**src/rtl/mmio_bridge_pkg.sv**
```systemverilog
// Shared MMIO definitions: bridge state encoding, window/timeout defaults and
// the legal-address rule.
package mmio_bridge_pkg;

   typedef enum logic [1:0] {
      ST_IDLE = 2'd0,
      ST_BUS  = 2'd1,
      ST_RESP = 2'd2,
      ST_ERR  = 2'd3
   } mmio_state_t;

   localparam int unsigned TIMEOUT_CYCLES_DEF = 255;
   localparam logic [15:0] MMIO_HI_DEF        = 16'hFFFF;

   // Word aligned and inside the 64 KiB MMIO window selected by hi.
   function automatic logic addr_is_legal(input logic [31:0] addr, input logic [15:0] hi);
      return (addr[1:0] == 2'b00) && (addr[31:16] == hi);
   endfunction

endpackage

```
**src/rtl/mmio_bridge_timeout_cnt.sv**
```systemverilog
// Bus-wait counter: counts stalled BUS cycles and flags the terminal count
// LIMIT-1 so the bridge can abandon a device that never answers.
module mmio_timeout_cnt #(
   parameter int unsigned LIMIT = 255
) (
   input  logic sys_clk,
   input  logic rst,
   input  logic clear,
   input  logic enable,
   output logic expired
);

   localparam int unsigned CW = (LIMIT > 1) ? $clog2(LIMIT) : 1;
   localparam logic [CW-1:0] TERM = CW'(LIMIT - 1);

   logic [CW-1:0] count;

   always_ff @(posedge sys_clk) begin
      if (rst) begin
         count <= '0;
      end else if (clear) begin
         count <= '0;
      end else if (enable && (count != TERM)) begin
         count <= count + CW'(1);
      end
   end

   assign expired = (count == TERM);

endmodule

```
**src/rtl/mmio_bridge.sv**
```systemverilog
// CPU-to-MMIO bridge: accepts one access at a time, checks the address,
// runs the device handshake with a timeout and returns a one-cycle response.
//
//  state   | meaning
//  --------+----------------------------------------------------------
//  ST_IDLE | ready for a request; cpu_ready high
//  ST_BUS  | device strobe active, waiting for mmio_done or timeout
//  ST_RESP | one-cycle good response, cpu_err low
//  ST_ERR  | one-cycle error response (bad address or timeout)
module mmio_bridge
   import mmio_bridge_pkg::*;
#(
   parameter int unsigned TIMEOUT_CYCLES = TIMEOUT_CYCLES_DEF,
   parameter logic [15:0] MMIO_HI        = MMIO_HI_DEF
) (
   input  logic        sys_clk,
   input  logic        rst,
   input  logic        cpu_req,
   input  logic        cpu_we,
   input  logic [31:0] cpu_addr,
   input  logic [31:0] cpu_wdata,
   output logic        cpu_ready,
   output logic        cpu_resp_valid,
   output logic [31:0] cpu_rdata,
   output logic        cpu_err,
   output logic        mmio_read,
   output logic        mmio_write,
   output logic [31:0] mmio_addr,
   output logic [31:0] mmio_write_data,
   input  logic        mmio_done,
   input  logic [31:0] mmio_read_data
);

   mmio_state_t state, state_nxt;
   logic        we_q;
   logic [31:0] rdata_q;
   logic [31:0] addr_q;
   logic [31:0] wdata_q;
   logic        tmr_clear;
   logic        tmr_en;
   logic        tmr_expired;
   logic        accept;
   logic        legal;

   assign accept = (state == ST_IDLE) && cpu_req;
   assign legal  = addr_is_legal(cpu_addr, MMIO_HI);

   mmio_timeout_cnt #(.LIMIT(TIMEOUT_CYCLES)) u_timeout (
      .sys_clk (sys_clk),
      .rst     (rst),
      .clear   (tmr_clear),
      .enable  (tmr_en),
      .expired (tmr_expired)
   );

   always_ff @(posedge sys_clk) begin
      if (rst) begin
         state <= ST_IDLE;
      end else begin
         state <= state_nxt;
      end
   end

   always_comb begin
      state_nxt      = state;
      cpu_ready      = 1'b0;
      cpu_resp_valid = 1'b0;
      cpu_err        = 1'b0;
      mmio_read      = 1'b0;
      mmio_write     = 1'b0;
      tmr_clear      = 1'b0;
      tmr_en         = 1'b0;
      unique case (state)
         ST_IDLE: begin
            cpu_ready = 1'b1;
            if (cpu_req) begin
               tmr_clear = 1'b1;
               state_nxt = legal ? ST_BUS : ST_ERR;
            end
         end
         ST_BUS: begin
            mmio_read  = ~we_q;
            mmio_write = we_q;
            // A completion on the terminal cycle still counts as success.
            if (mmio_done) begin
               state_nxt = ST_RESP;
            end else begin
               tmr_en = 1'b1;
               if (tmr_expired) begin
                  state_nxt = ST_ERR;
               end
            end
         end
         ST_RESP: begin
            cpu_resp_valid = 1'b1;
            state_nxt      = ST_IDLE;
         end
         ST_ERR: begin
            cpu_resp_valid = 1'b1;
            cpu_err        = 1'b1;
            state_nxt      = ST_IDLE;
         end
         default: state_nxt = ST_IDLE;
      endcase
   end

   // Device address/data only move on a legal accept so the bus side holds
   // its last values through error responses. Read data is zeroed at accept,
   // which also covers both error paths.
   always_ff @(posedge sys_clk) begin
      if (rst) begin
         we_q    <= 1'b0;
         rdata_q <= '0;
         addr_q  <= '0;
         wdata_q <= '0;
      end else begin
         if (accept) begin
            we_q    <= cpu_we;
            rdata_q <= '0;
            if (legal) begin
               addr_q  <= cpu_addr;
               wdata_q <= cpu_wdata;
            end
         end else if ((state == ST_BUS) && mmio_done) begin
            rdata_q <= we_q ? 32'h0 : mmio_read_data;
         end
      end
   end

   assign cpu_rdata       = rdata_q;
   assign mmio_addr       = addr_q;
   assign mmio_write_data = wdata_q;

endmodule

```
**config.mk**
```make
export PLATFORM = sky130hd
export DESIGN_NAME = mmio_bridge
export DESIGN_NICKNAME = d
export VERILOG_FILES = /design/src/rtl/mmio_bridge_pkg.sv /design/src/rtl/mmio_bridge_timeout_cnt.sv /design/src/rtl/mmio_bridge.sv
export SDC_FILE = /design/constraint.sdc
export NUM_CORES = 1
export LEC_CHECK = 0
export BUFFER_PORTS_ARGS = -buffer_cell sky130_fd_sc_hd__buf_2
export CORE_MARGIN = 2
export CORE_UTILIZATION = 50
export CTS_CLUSTER_SIZE = 10
export DETAILED_ROUTE_END_ITERATION = 10
export GPL_TIMING_DRIVEN = 1
export PLACE_DENSITY = 0.82
export SYNTH_ARGS = -nofsm -noshare
export SYNTH_HDL_FRONTEND = slang
export SYNTH_SLANG_ARGS = --single-unit
```
**constraint.sdc**
```tcl
create_clock -name sys_clk -period 4.42 [get_ports sys_clk]
set_clock_uncertainty 0.2 [all_clocks]
set_input_delay 0.221 -clock sys_clk [delete_from_list [all_inputs] [get_ports sys_clk]]
set_output_delay 0.221 -clock sys_clk [all_outputs]
set_load 0.02 [all_outputs]
```
# Yosys cells after proc, flatten, opt, wreduce, memory -nomap -nowiden
# Index checks and enable logic that the tools add are counted.
[classes]
addsub = 1
eq_ne = 8
n_mux = 15
bitwise = 1
reduce_logical = 11
[ops]
columns = ["operator", "count"]
rows = [
  ["$mux 32", 1],
  ["$eq 16x16->1 const B", 1],
  ["$mux 1", 9],
  ["$add 8x1->8 const B", 1],
  ["$eq 8x8->1 const B", 1],
  ["$mux 2", 4],
  ["$ne 8x8->1 const B", 1],
  ["$pmux 2 s3", 1],
  ["$reduce_or 2->1", 3],
  ["$eq 2x2->1 const B", 2],
  ["$logic_and 1x1->1", 4],
  ["$logic_not 2->1", 2],
  ["$reduce_and 2->1", 2],
  ["$ne 3x3->1 const B", 1],
  ["$eq 2x1->1 const B", 1],
  ["$ne 2x2->1 const B", 1],
  ["$not 1->1", 1],
]
[totals]
regBits = 107
inputBits = 101
out_inout_bits = 101
word_cells = 42

# Depth between registers and ports, before layout
[depth]
ltp_word = 5
ltp_mapped = 6
ltp_nobuf = 6

# By module
# A second synthesis with hierarchy kept.
[unflattened]
cells_unflattened = 494
area_unflattened_um2 = 4252.8
[by_module_without_submodules]
columns = ["mod", "n_inst", "cells_per_inst", "area_each_um2", "seq_area_each_um2"]
rows = [
  ["mmio_bridge", 1, 443, 3809.9, 1981.9],
  ["mmio_timeout_cnt", 1, 51, 442.9, 160.2],
]

# Worst setup path after synthesis
# No wires, ideal clock.
[synth_path]
path_type = "register -> register"
start = "reg u_timeout.count[0]"
end = "reg u_timeout.count[7]"
setup_ns = 0.070
arrival_ns = 1.415
setup_slack_ns = 2.735
path_stages_with_launch = 7
n_path_buf = 0
cell_sequence = "dfxtp_1 inv_1 ha_1 nand3_1 o2111ai_1 or3_1 a21oi_1"
[synth_between]
elab_chain_cells = 2
[synth_rtl]
columns = ["item", "line_no", "source"]
rows = [
  ["start, declared", "mmio_bridge_timeout_cnt.sv:16", "logic [CW-1:0] count;"],
  ["start signal, assigned", "mmio_bridge_timeout_cnt.sv:24", "count <= count + CW'(1);"],
  ["parallel branches: the longest is 2 deep, another holds $add 8x1->8", "--", ""],
]
# Parallel ways; which one is timed is not known.
# A chain may end at the register's enable or synchronous reset.

# Worst setup path in the final report
[layout_path]
start = "reg state[0]"
end = "reg addr_q[26], in the netlist mmio_addr[26]"
[layout_between]
elab_chain_cells = 3
[layout_rtl]
columns = ["item", "line_no", "source"]
rows = [
  ["start, declared", "mmio_bridge.sv:34", "mmio_state_t state, state_nxt;"],
  ["start signal, assigned", "mmio_bridge.sv:60", "state <= state_nxt;"],
  ["$logic_not 2->1", "mmio_bridge.sv:45", "assign accept = (state == ST_IDLE) && cpu_req;"],
  ["$logic_and 1x1->1", "mmio_bridge.sv:45", ""],
  ["$reduce_and 2->1 (no source line)", "--", ""],
  ["end signal, assigned", "mmio_bridge.sv:121", "addr_q <= cpu_addr;"],
  ["end, declared", "mmio_bridge.sv:37", "logic [31:0] addr_q;"],
]
# No other way between the ends.

==> out/qor.txt <==
Max rail drop VDD = 0.1986 mV
Final setup violation count = 0
Clock Latency Late Sink = 350 ps
Hold Slack = 42.35 ps
Hold crit path type = primary input to flop
Max-slew violations = 0
Switching power = 0.4411 mW
Synth top cells by count = dfxtp_1 (107), a21oi_1 (95), nand4_1 (49)
Yosys warns = 0
Clk sinks = 107
CP required = 4500 ps
Fin. Hold Viols = 0
Crit start category = flop
Worst-Margin Slew = 1102 ps
Critical Path Fanout Max = 48
Crit-path slowest cell = nand3_1
Sw frac = 24.75%
Critical setup path kind = flop to flop
Crit path cell chain = and4bb_1 > and3_1 > buf_4 > nand3_1 > a21oi_1
H-Tree Depth = 3
Sequential-to-total area share from yosys stat = 50.37%
Int Power = 1.341 mW
Drt drc = 0
Worst EP arrival = 2460 ps
First-pass GRT wire length = 20880 um
CTS max path bufs = 2
Multi-input logic area = 1802 um2
Total track usage = 28.48%
Diode count = 0
I/O Buffers = 201
Crit end category = flop
Seq cells post-synth = 107
Share of cells above drive strength 1 = 31.39%
Dpl cells = 749
Final wirelength = 13500 um
Initial antenna violation count = 0
Starting Density = 51.76%
Status = completed
Pin count of the biggest net entering global routing = 69
Synthesized cell area = 4253 um2
Min Tclk post-route = 2373 ps
Fillcell total = 564
Post-synth EDFFs = 0
Critical Path Max Stage Delay = 540 ps
Post-CTS setup buffer count = 0
Combinational cell fraction of total power = 11.2%
Wirelength per Cell = 15.99 um
Nets = 837
Area grow syn2layout = 45.25%
Core Region = 8217 um2
DR vias = 4703
Die Y = 96.23 um
Max-Cap Viols = 0
Reg clk slew, reported paths = 100 ps
I/O Pins = 202
CP top delay family = simple AND/OR/NAND/NOR gates
Post-Synthesis Cells = 487
Top_reg_cell synth = dfxtp_1
Rows = 33
Dominant cell type by area after synthesis = dfxtp_1
DR iter-0 viols = 240
Cts bufs inserted = 9
Fin worst setup slack = 2047 ps
Clock Root Buffer = clkbuf_8
Async SR Flop Fraction = 0%
RSZ-0062 raised after global routing = no
Clock power share = 33.6%
Die area = 9259 um2
Syn Nets = 590
Routability congestion estimate = 0.7570
Non-Filler Instances = 844
Area share of the largest cell type after synthesis = 50.37%
Syn Area/Cell = 8.733 um2
Distinct cell type count of the synthesized netlist = 38
Most common cell in the netlist = dfxtp_1
Vias in the first global route = 4471
Leakage = 2.603 nW
DR pass1 iterations = 5
FF+latch area = 2142 um2
Die width = 96.23 um
TritonCTS clock tree = built
Fin crit share = 53.69%
Power per cell area = 288.5 nW/um2
Post-DP HPWL = 7579 um
Crit path buf inv count = 1
Routed Antenna Nets = 0
DR vias/cell = 5.572
Fmax = 0.4214 GHz
Top cells by area, synth = dfxtp_1 (50%), a21oi_1 (11%), nand4_1 (7.2%), nand3b_1 (5.6%), o21ai_1 (3.3%)
Sequential power share = 55.2%
DP Worst Slack = 2093 ps
CTS resizes = 0
Setup TNS = 0 ps
Max-slew headroom = 26.51%
Total gr overflow = 0
## worst register-to-register path, cell delays in order, from the launching register on
cell	delay, ps
dfxtp_1	350
and4bb_1	290
and3_1	170
buf_4	440
nand3_1	560
a21oi_1	300
## cell usage in the layout, fill, tap and decap left out, drive strengths merged, types with 2 or more instances in the layout
cell type    synthesis  routed
buf                 27     206
dfxtp              107     107
a21oi               95      95
dlygate4sd3          0      79
nand4               49      49
o21ai               47      47
nand2               34      34
nand3b              32      32
inv                 18      19
nor2                15      15
clkbuf              22       9
xor2                 5       5
and3                 4       4
and2                 3       3
and4                 3       3
nand3                3       3
o211ai               3       3
nor2b                3       3
nor3b                3       3
clkinv               0       3
ha                   2       2
clkinvlp             0       2
## final cells by class
cell class,instances,share of cell area (%)
repair buffers,285,29.69
well taps,105,2.127
inverters,18,1.094
multi-input cells,313,29.17
flip-flops and latches,107,34.68
clock buffers,9,2.005
clock inverters,7,1.236
## worst paths after layout
kind,from,slack (ps),cells after the start,end
hold reg to reg,mmio_addr[30],250,2,mmio_addr[30]
hold / removal,mmio_done,40,4,state[0]
setup / recovery,state[0],2050,5,mmio_addr[26]
setup reg to reg,state[0],2050,5,mmio_addr[26]
## sequential cells by signal, summed over array words and instances, names as in the netlist
signal	count
mmio_addr	32
state	2
u_timeout.count	8
cpu_rdata	32
mmio_write_data	32
we_q	1
## through the flow
step	power [mW]	util (%)	cell area [um2]
2_1_floorplan	1.078	-	4253
3_3_place_gp	1.142	63.12	5186
3_5_place_dp	1.144	63.12	5186
4_1_cts	1.792	75.18	6177
5_1_grt	1.857	75.18	6177
6_report	1.782	75.18	6177
## power by group through the flow
stage               logic [mW]  clock network [mW]  registers [mW]
detailed placement       0.139                   0            1.01
floorplan               0.0712                   0            1.01
CTS                      0.193               0.616           0.983
global placement         0.137                   0            1.00
global route             0.214               0.657           0.986
finish                   0.200               0.599           0.983
## logic make-up after synthesis
kind of cell | share of synthesized area [%]
simple gates | 21.51
buf+inv | 7.620
flops | 50.37
xor+xnor | 1.236
mux | 0.2354
compound gates | 18.45
fa+ha+maj | 0.5883
## per-layer routing
layer  global-route usage [%]  part of all wire (%)  vias up
met4                    14.05                   2.6        0
met1                    34.44                    39     2145
met2                    46.53                    48      297
met5                        0                     0        -
li1                         -                     -     2220
met3                    7.753                    10       41
## what timing repair did
item,4_1_cts,5_1_grt
endpoints found under the setup margin,0,0
endpoints found under the hold margin,79,0
hold buffers,79,0
Power figures use the tool's default switching activity.
